### src/rtl/stepper_move_controller.sv
// Stepper move sequencer: accepts a step-count/direction command, honours DIR setup time,
// and emits fixed-width STEP pulses paced by rising edges of an external rate square wave.
//
//   state | meaning
//   IDLE  | waiting for a command, cmd_ready high
//   SETUP | dir_out settling before the first step
//   RUN   | waiting for a rate edge to issue a step
//   HIGH  | step pulse in progress
//   DONE  | one-cycle done pulse, back to IDLE next
module stepper_move_controller #(
    parameter int POS_W            = 32,
    parameter int DIR_SETUP_CYCLES = 4,
    parameter int STEP_HIGH_CYCLES = 8
) (
    input  logic             clk,
    input  logic             resetb,
    input  logic             rate_in,
    input  logic             cmd_valid,
    output logic             cmd_ready,
    input  logic [POS_W-1:0] cmd_steps,
    input  logic             cmd_dir,
    input  logic             abort,
    output logic             step_out,
    output logic             dir_out,
    output logic             busy,
    output logic             done,
    output logic [POS_W-1:0] position,
    output logic [POS_W-1:0] steps_remaining,
    output logic             rate_overrun
);

    localparam int CNT_MAX = (DIR_SETUP_CYCLES > STEP_HIGH_CYCLES) ? DIR_SETUP_CYCLES
                                                                   : STEP_HIGH_CYCLES;
    localparam int CNT_W   = $clog2(CNT_MAX + 1);
    localparam logic [CNT_W-1:0] SETUP_LOAD = CNT_W'(DIR_SETUP_CYCLES - 1);
    localparam logic [CNT_W-1:0] HIGH_LOAD  = CNT_W'(STEP_HIGH_CYCLES - 1);

    typedef enum logic [2:0] {
        IDLE  = 3'd0,
        SETUP = 3'd1,
        RUN   = 3'd2,
        HIGH  = 3'd3,
        DONE  = 3'd4
    } state_t;

    state_t             state, state_nxt;
    logic [CNT_W-1:0]   cnt, cnt_nxt;
    logic               rate_prev;
    logic               rise;
    logic               abort_pend, abort_pend_nxt;
    logic               step_nxt, dir_nxt, done_nxt, ovr_nxt;
    logic [POS_W-1:0]   pos_nxt, rem_nxt;

    assign rise      = rate_in & ~rate_prev;
    assign cmd_ready = (state == IDLE);
    assign busy      = (state != IDLE);

    always_ff @(posedge clk or negedge resetb) begin
        if (!resetb) begin
            state           <= IDLE;
            cnt             <= '0;
            rate_prev       <= 1'b0;
            abort_pend      <= 1'b0;
            step_out        <= 1'b0;
            dir_out         <= 1'b0;
            done            <= 1'b0;
            position        <= '0;
            steps_remaining <= '0;
            rate_overrun    <= 1'b0;
        end else begin
            state           <= state_nxt;
            cnt             <= cnt_nxt;
            rate_prev       <= rate_in;
            abort_pend      <= abort_pend_nxt;
            step_out        <= step_nxt;
            dir_out         <= dir_nxt;
            done            <= done_nxt;
            position        <= pos_nxt;
            steps_remaining <= rem_nxt;
            rate_overrun    <= ovr_nxt;
        end
    end

    always_comb begin
        state_nxt      = state;
        cnt_nxt        = cnt;
        abort_pend_nxt = abort_pend;
        step_nxt       = step_out;
        dir_nxt        = dir_out;
        done_nxt       = 1'b0;
        pos_nxt        = position;
        rem_nxt        = steps_remaining;
        ovr_nxt        = rate_overrun;

        case (state)
            IDLE: begin
                abort_pend_nxt = 1'b0;
                if (cmd_valid) begin
                    ovr_nxt = 1'b0;
                    rem_nxt = cmd_steps;
                    if (cmd_steps != '0) begin
                        dir_nxt   = cmd_dir;
                        cnt_nxt   = SETUP_LOAD;
                        state_nxt = SETUP;
                    end else begin
                        done_nxt  = 1'b1;
                        state_nxt = DONE;
                    end
                end
            end
            SETUP: begin
                if (abort) begin
                    done_nxt  = 1'b1;
                    state_nxt = DONE;
                end else if (cnt == '0) begin
                    state_nxt = RUN;
                end else begin
                    cnt_nxt = cnt - 1'b1;
                end
            end
            RUN: begin
                // abort takes priority over a coincident rate edge
                if (abort) begin
                    done_nxt  = 1'b1;
                    state_nxt = DONE;
                end else if (rise && (steps_remaining != '0)) begin
                    step_nxt  = 1'b1;
                    rem_nxt   = steps_remaining - POS_W'(1);
                    pos_nxt   = dir_out ? position + POS_W'(1) : position - POS_W'(1);
                    cnt_nxt   = HIGH_LOAD;
                    state_nxt = HIGH;
                end
            end
            HIGH: begin
                if (rise) begin
                    ovr_nxt = 1'b1;
                end
                if (abort) begin
                    abort_pend_nxt = 1'b1;
                end
                if (cnt == '0) begin
                    step_nxt = 1'b0;
                    if ((steps_remaining == '0) || abort_pend || abort) begin
                        done_nxt  = 1'b1;
                        state_nxt = DONE;
                    end else begin
                        state_nxt = RUN;
                    end
                end else begin
                    cnt_nxt = cnt - 1'b1;
                end
            end
            DONE: begin
                abort_pend_nxt = 1'b0;
                state_nxt      = IDLE;
            end
            default: begin
                state_nxt = IDLE;
            end
        endcase
    end

endmodule

### config.mk
export PLATFORM = sky130hd
export DESIGN_NAME = stepper_move_controller
export DESIGN_NICKNAME = d
export VERILOG_FILES = /design/src/rtl/stepper_move_controller.sv
export SDC_FILE = /design/constraint.sdc
export NUM_CORES = 1
export LEC_CHECK = 0
export ABC_AREA = 1
export CAP_MARGIN = 20
export CORE_UTILIZATION = 50
export CTS_CLUSTER_DIAMETER = 30
export CTS_CLUSTER_SIZE = 30
export DETAILED_ROUTE_END_ITERATION = 6
export GPL_ROUTABILITY_DRIVEN = 0
export PLACE_DENSITY = 0.78
export SLEW_MARGIN = 0
export SYNTH_ARGS = -nofsm -noshare
export SYNTH_HDL_FRONTEND = slang
export SYNTH_SLANG_ARGS = --single-unit
export TNS_END_PERCENT = 5
### constraint.sdc
create_clock -name clk -period 5 [get_ports clk]
set_input_delay 1 -clock clk [delete_from_list [all_inputs] [get_ports clk]]
set_output_delay 1 -clock clk [all_outputs]
set_load 0.02 [all_outputs]
* Word-level counts from Yosys, hierarchy flattened *
Cells that the tools add are included.

word-level totals
  output and inout bits = 70
  logic and storage cells = 91
  register bits = 77
  bits of input ports = 38

operators by class
  $add $sub $neg = 4
  reductions and logical operators = 24
  equal/unequal tests = 14
  mux-type cells = 36
  bitwise gates (word level) = 3

operators with widths
  kind                                                                    number
  32-bit two-way mux                                                      4
  32-bit case mux with 2 select lines                                     1
  32-bit nonzero test                                                     2
  32-bit by 1-bit subtractor with 32-bit output (second input constant)   2
  32-bit by 1-bit adder with 32-bit output (second input constant)        1
  32-bit logical NOT                                                      1
  3-bit two-way mux                                                       8
  4-bit two-way mux                                                       6
  4-bit case mux with 4 select lines                                      1
  2-bit != test (second input constant)                                   7
  3-bit case mux with 4 select lines                                      1
  4-bit AND reduction                                                     3
  1-bit two-way mux                                                       11
  3-bit AND reduction                                                     3
  2-bit nonzero test                                                      4
  3-bit by 2-bit equality test with 1-bit output (second input constant)  2
  3-bit != test (second input constant)                                   2
  1-bit case mux with 2 select lines                                      3
  6-bit AND reduction                                                     1
  4-bit logical NOT                                                       1
  4-bit nonzero test                                                      1
  2-bit OR reduction                                                      2
  4-bit by 1-bit subtractor with 4-bit output (second input constant)     1
  3-bit by 1-bit equality test with 1-bit output (second input constant)  1
  10 further kinds                                                        12

* Logic depth before layout (Yosys ltp) *
  word-level depth = 6
  depth in mapped cells = 13
  depth with buffers taken out = 13

* Least setup slack after synthesis *
No wires, ideal clock.

  kind = reg-to-reg
  start = reg dir_out
  end = reg position[31]
  data required time = 4.883 ns
  path buffers = 0
  path slack = 2.618 ns
  arrival time = 2.264 ns
  clock period less this slack = 2.382 ns
  cell stages (with the launch flop) = 13
  library setup time = 0.117 ns
  cells stage by stage = dfrtp_1 -> inv_1 -> ha_1 -> nand2_1 -> inv_1 -> a21oi_1 -> nand2_1 -> nand2_1 -> nand2_1 -> nand2_1 -> nand3_1 -> nand3_1 -> nand2_1

between the ends
  longest elaborated chain between the ends = 1

ends and longest elaborated chain
  what                    RTL line  source
  from (decl)             24        output logic dir_out,
  from (signal assigned)  76        dir_out <= dir_nxt;
  32-bit two-way mux      129       pos_nxt = dir_out ? position + POS_W'(1) : position - POS_W'(1);
  to (signal assigned)    78        position <= pos_nxt;
  to (decl)               27        output logic [POS_W-1:0] position,

Every way passes these cells.
A chain may end at the register's enable or synchronous reset.

* Final worst setup path *
  start = in rate_in
  end = reg steps_remaining[15]

between the ends
  longest elaborated chain between the ends = 4

ends and longest elaborated chain
  what                                  RTL line  source
  from (decl)                           17        input logic rate_in,
  1-bit bitwise AND                     54        assign rise = rate_in & ~rate_prev;
  1-bit logical AND                     126       end else if (rise && (steps_remaining != '0)) begin
  2-bit != test (no source line)        --
  4-bit AND reduction (no source line)  --
  to (signal assigned)                  79        steps_remaining <= rem_nxt;
  to (decl)                             28        output logic [POS_W-1:0] steps_remaining,

Every way passes these cells.

==> impl_metrics.json <==
{
  "hold_viol": 0,
  "reg2reg_from": "state[0]",
  "setup_violations": 0,
  "hp-start": "cnt[3]",
  "r2r_slack_ps": 1850,
  "syn_avg_cell_area_sq_um": 5.94,
  "root_buffer": "clkbuf_16",
  "finalCriticalPeriod_ps": 3220,
  "grt_overflow": 0,
  "antenna_found_initial": 0,
  "cp-start-kind": "input pin",
  "hold_path_class": "reg2reg",
  "viasPerCell": 5.09,
  "synth-seq-cells": 77,
  "final.setup_skew_ps": 10.7,
  "final_cell_mix": "454 x nand2_1, 185 x inv_1, 133 x nor2_1",
  "crit_chain": "clkdlybuf4s50_1, inv_1, nor2_1, nand3_4, nand2_2, buf_4, o211ai_1, nand2_1",
  "dr_total_vias": 7271,
  "synth_warnings": 0,
  "dp_hpwl_microns": 14200,
  "top_level_ports": 108,
  "fin_crit_sh": 0.644,
  "max-slew-margin-rel": 0.580,
  "drt_wl_total_microns": 18600,
  "grt_util_all_layers": 0.277,
  "fmax_mhz": 310,
  "design_area_sq_um": 8360,
  "insertion_delay_ps": 360,
  "die_area_sq_um": 14000,
  "drc": 0,
  "grt_max_degree": 78,
  "syn_inst": 1143,
  "htreeDepth": 3,
  "rr_worst_depth": 8,
  "cts_resized": 0,
  "drtIter0Drc": 536,
  "hold_buffers": 0,
  "layout_commonest_cell": "nand2_1",
  "fin_cells": 1428,
  "cts_buffer_depth": 2,
  "fp.dieW_microns": 119,
  "synth_area_leaders": "dfrtp_1 28%, nand2_1 25%, inv_1 10%",
  "yosysTopAreaCell": "dfrtp_1",
  "r2r_end": "steps_remaining[15]",
  "power_density_nw_per_um2": 773,
  "numCtsBuffers": 9,
  "final_antenna_net_count": 0,
  "drt_pre_antenna_iters": 5,
  "synth_top_area_share": 0.284,
  "clk_pin_slew_worst_paths_ps": 60,
  "syn_nets": 1214,
  "grt_pass1_wl_microns": 31100,
  "required_ps": 5290,
  "cts_tree": "yes",
  "drv_slew": 0,
  "wl_per_cell_microns": 13.0,
  "holdPathEnd": "cnt[3]",
  "rows": 42,
  "core-area_sq_um": 13200,
  "first_global_vias": 6635,
  "area_growth_pct": 23.2,
  "crit_type": "in2reg",
  "max_stage_delay_ps": 550,
  "die_h_microns": 119,
  "cp.arrival_ps": 3510,
  "cpMaxStageDelayCell": "nand2_2",
  "peakVddDrop_uv": 297,
  "drive_above_1_share": 0.0391,
  "critPathMaxFanout": 54,
  "syn-cell-area_sq_um": 6790,
  "p_leak_nw": 4.50,
  "cts_sinks": 77,
  "start_util": 0.512,
  "tns_ps": 0,
  "antenna_cells": 0,
  "whs_path_depth": 2,
  "maxCapViolCount": 0,
  "worst_slew_pin_slew_ps": 630,
  "crit_path_end_kind": "flop",
  "ys_seq_area_frac": 0.284,
  "status": "complete, no violations",
  "nets": 1318,
  "postCtsSetupBuffers": 0,
  "synth.distinct_cells": 37,
  "place_area_sq_um": 8010,
  "dpl.cell_count": 1411,
  "rsz0062_at_grt": "no",
  "port_buffers": 107
}
-- layer usage --
layer	global-route usage	up-vias	part of all wire
met5	0	-	0
met4	0.125	0	0.031
met3	0.0319	38	0.061
met2	0.458	273	0.47
met1	0.365	3240	0.44
li1	-	3720	-
-- power by group --
| part | switching, mW | internal (mW) | total (mW) |
|---|---|---|---|
| registers | 0.347 | 0.908 | 1.25 |
| clock network | 0.295 | 0.440 | 0.736 |
| logic | 2.78 | 1.69 | 4.47 |
-- cells by family after synthesis --
group	Yosys count	share of synthesized area
fa+ha+maj	33	0.0619
buf+inv	207	0.121
xor+xnor	22	0.0284
compound gates	97	0.0817
flops	77	0.284
simple gates	707	0.423
-- sequential cells by signal (all words and copies together), names as in the netlist --
signal,flops
position,32
steps_remaining,32
cnt,4
state,3
abort_pend,1
dir_out,1
done,1
rate_overrun,1
rate_prev,1
step_out,1
-- worst max-delay path by stage --
stage             from             endpoint  slack, ps  cells past startpoint
2_1_floorplan  dir_out         position[31]       2620                     12
3_3_place_gp   rate_in  steps_remaining[15]       1490                      8
3_5_place_dp   rate_in  steps_remaining[15]       1430                      8
4_1_cts        rate_in  steps_remaining[15]       1790                      8
5_1_grt        rate_in  steps_remaining[13]       1510                      8
6_report       rate_in  steps_remaining[15]       1780                      8
-- cell usage after synthesis --
library cell	instances
o22ai_1	1
nor2_2	2
nand2_1	454
and3_1	1
nor2_1	133
xnor2_1	16
buf_2	7
nand4_1	7
xor2_1	6
fa_1	1
o211ai_1	3
a22o_1	1
ha_1	32
nand3_1	85
nand3_4	1
o21ai_2	10
o21ai_0	54
nand2_2	2
buf_4	1
a21oi_1	19
and2_1	5
nand3_2	2
o22a_1	1
inv_2	4
o21ai_1	2
or2_2	5
nor2_4	1
clkbuf_1	6
nand4_2	1
nand3b_1	2
o21bai_1	4
o31ai_1	1
buf_6	4
a21o_1	1
nor3_1	6
dfrtp_1	77
inv_1	185
-- layout make-up --
cell class              count  area (sq um)
well taps                 176           220
multi-input cells         859          4040
clock inverters             7          97.6
clock buffers               9           225
repair buffers            111          1140
inverters                 189           709
flip-flops and latches     77          1930
fillers                  1308          4880
-- stage by stage --
step / hold slack, ps / total power, mW / util / worst slack [ps]
final: 508 / 6.46 / 0.631 / 1780
after global routing: 537 / 7.07 / 0.631 / 1510
after CTS: 513 / 6.43 / 0.629 / 1790
after detailed placement: 496 / 5.66 / 0.605 / 1430
after global placement: 491 / 5.56 / 0.603 / 1490
after floorplan: 476 / 4.32 / - / 2620
-- worst max-delay path: cells and delay by family --
family,cells,cell delay [ps]
AOI/OAI and AO/OA,1,140
buffers and inverters,3,930
and+or+nand+nor,4,1420
Note: power is estimated with default switching activity, not from simulation.
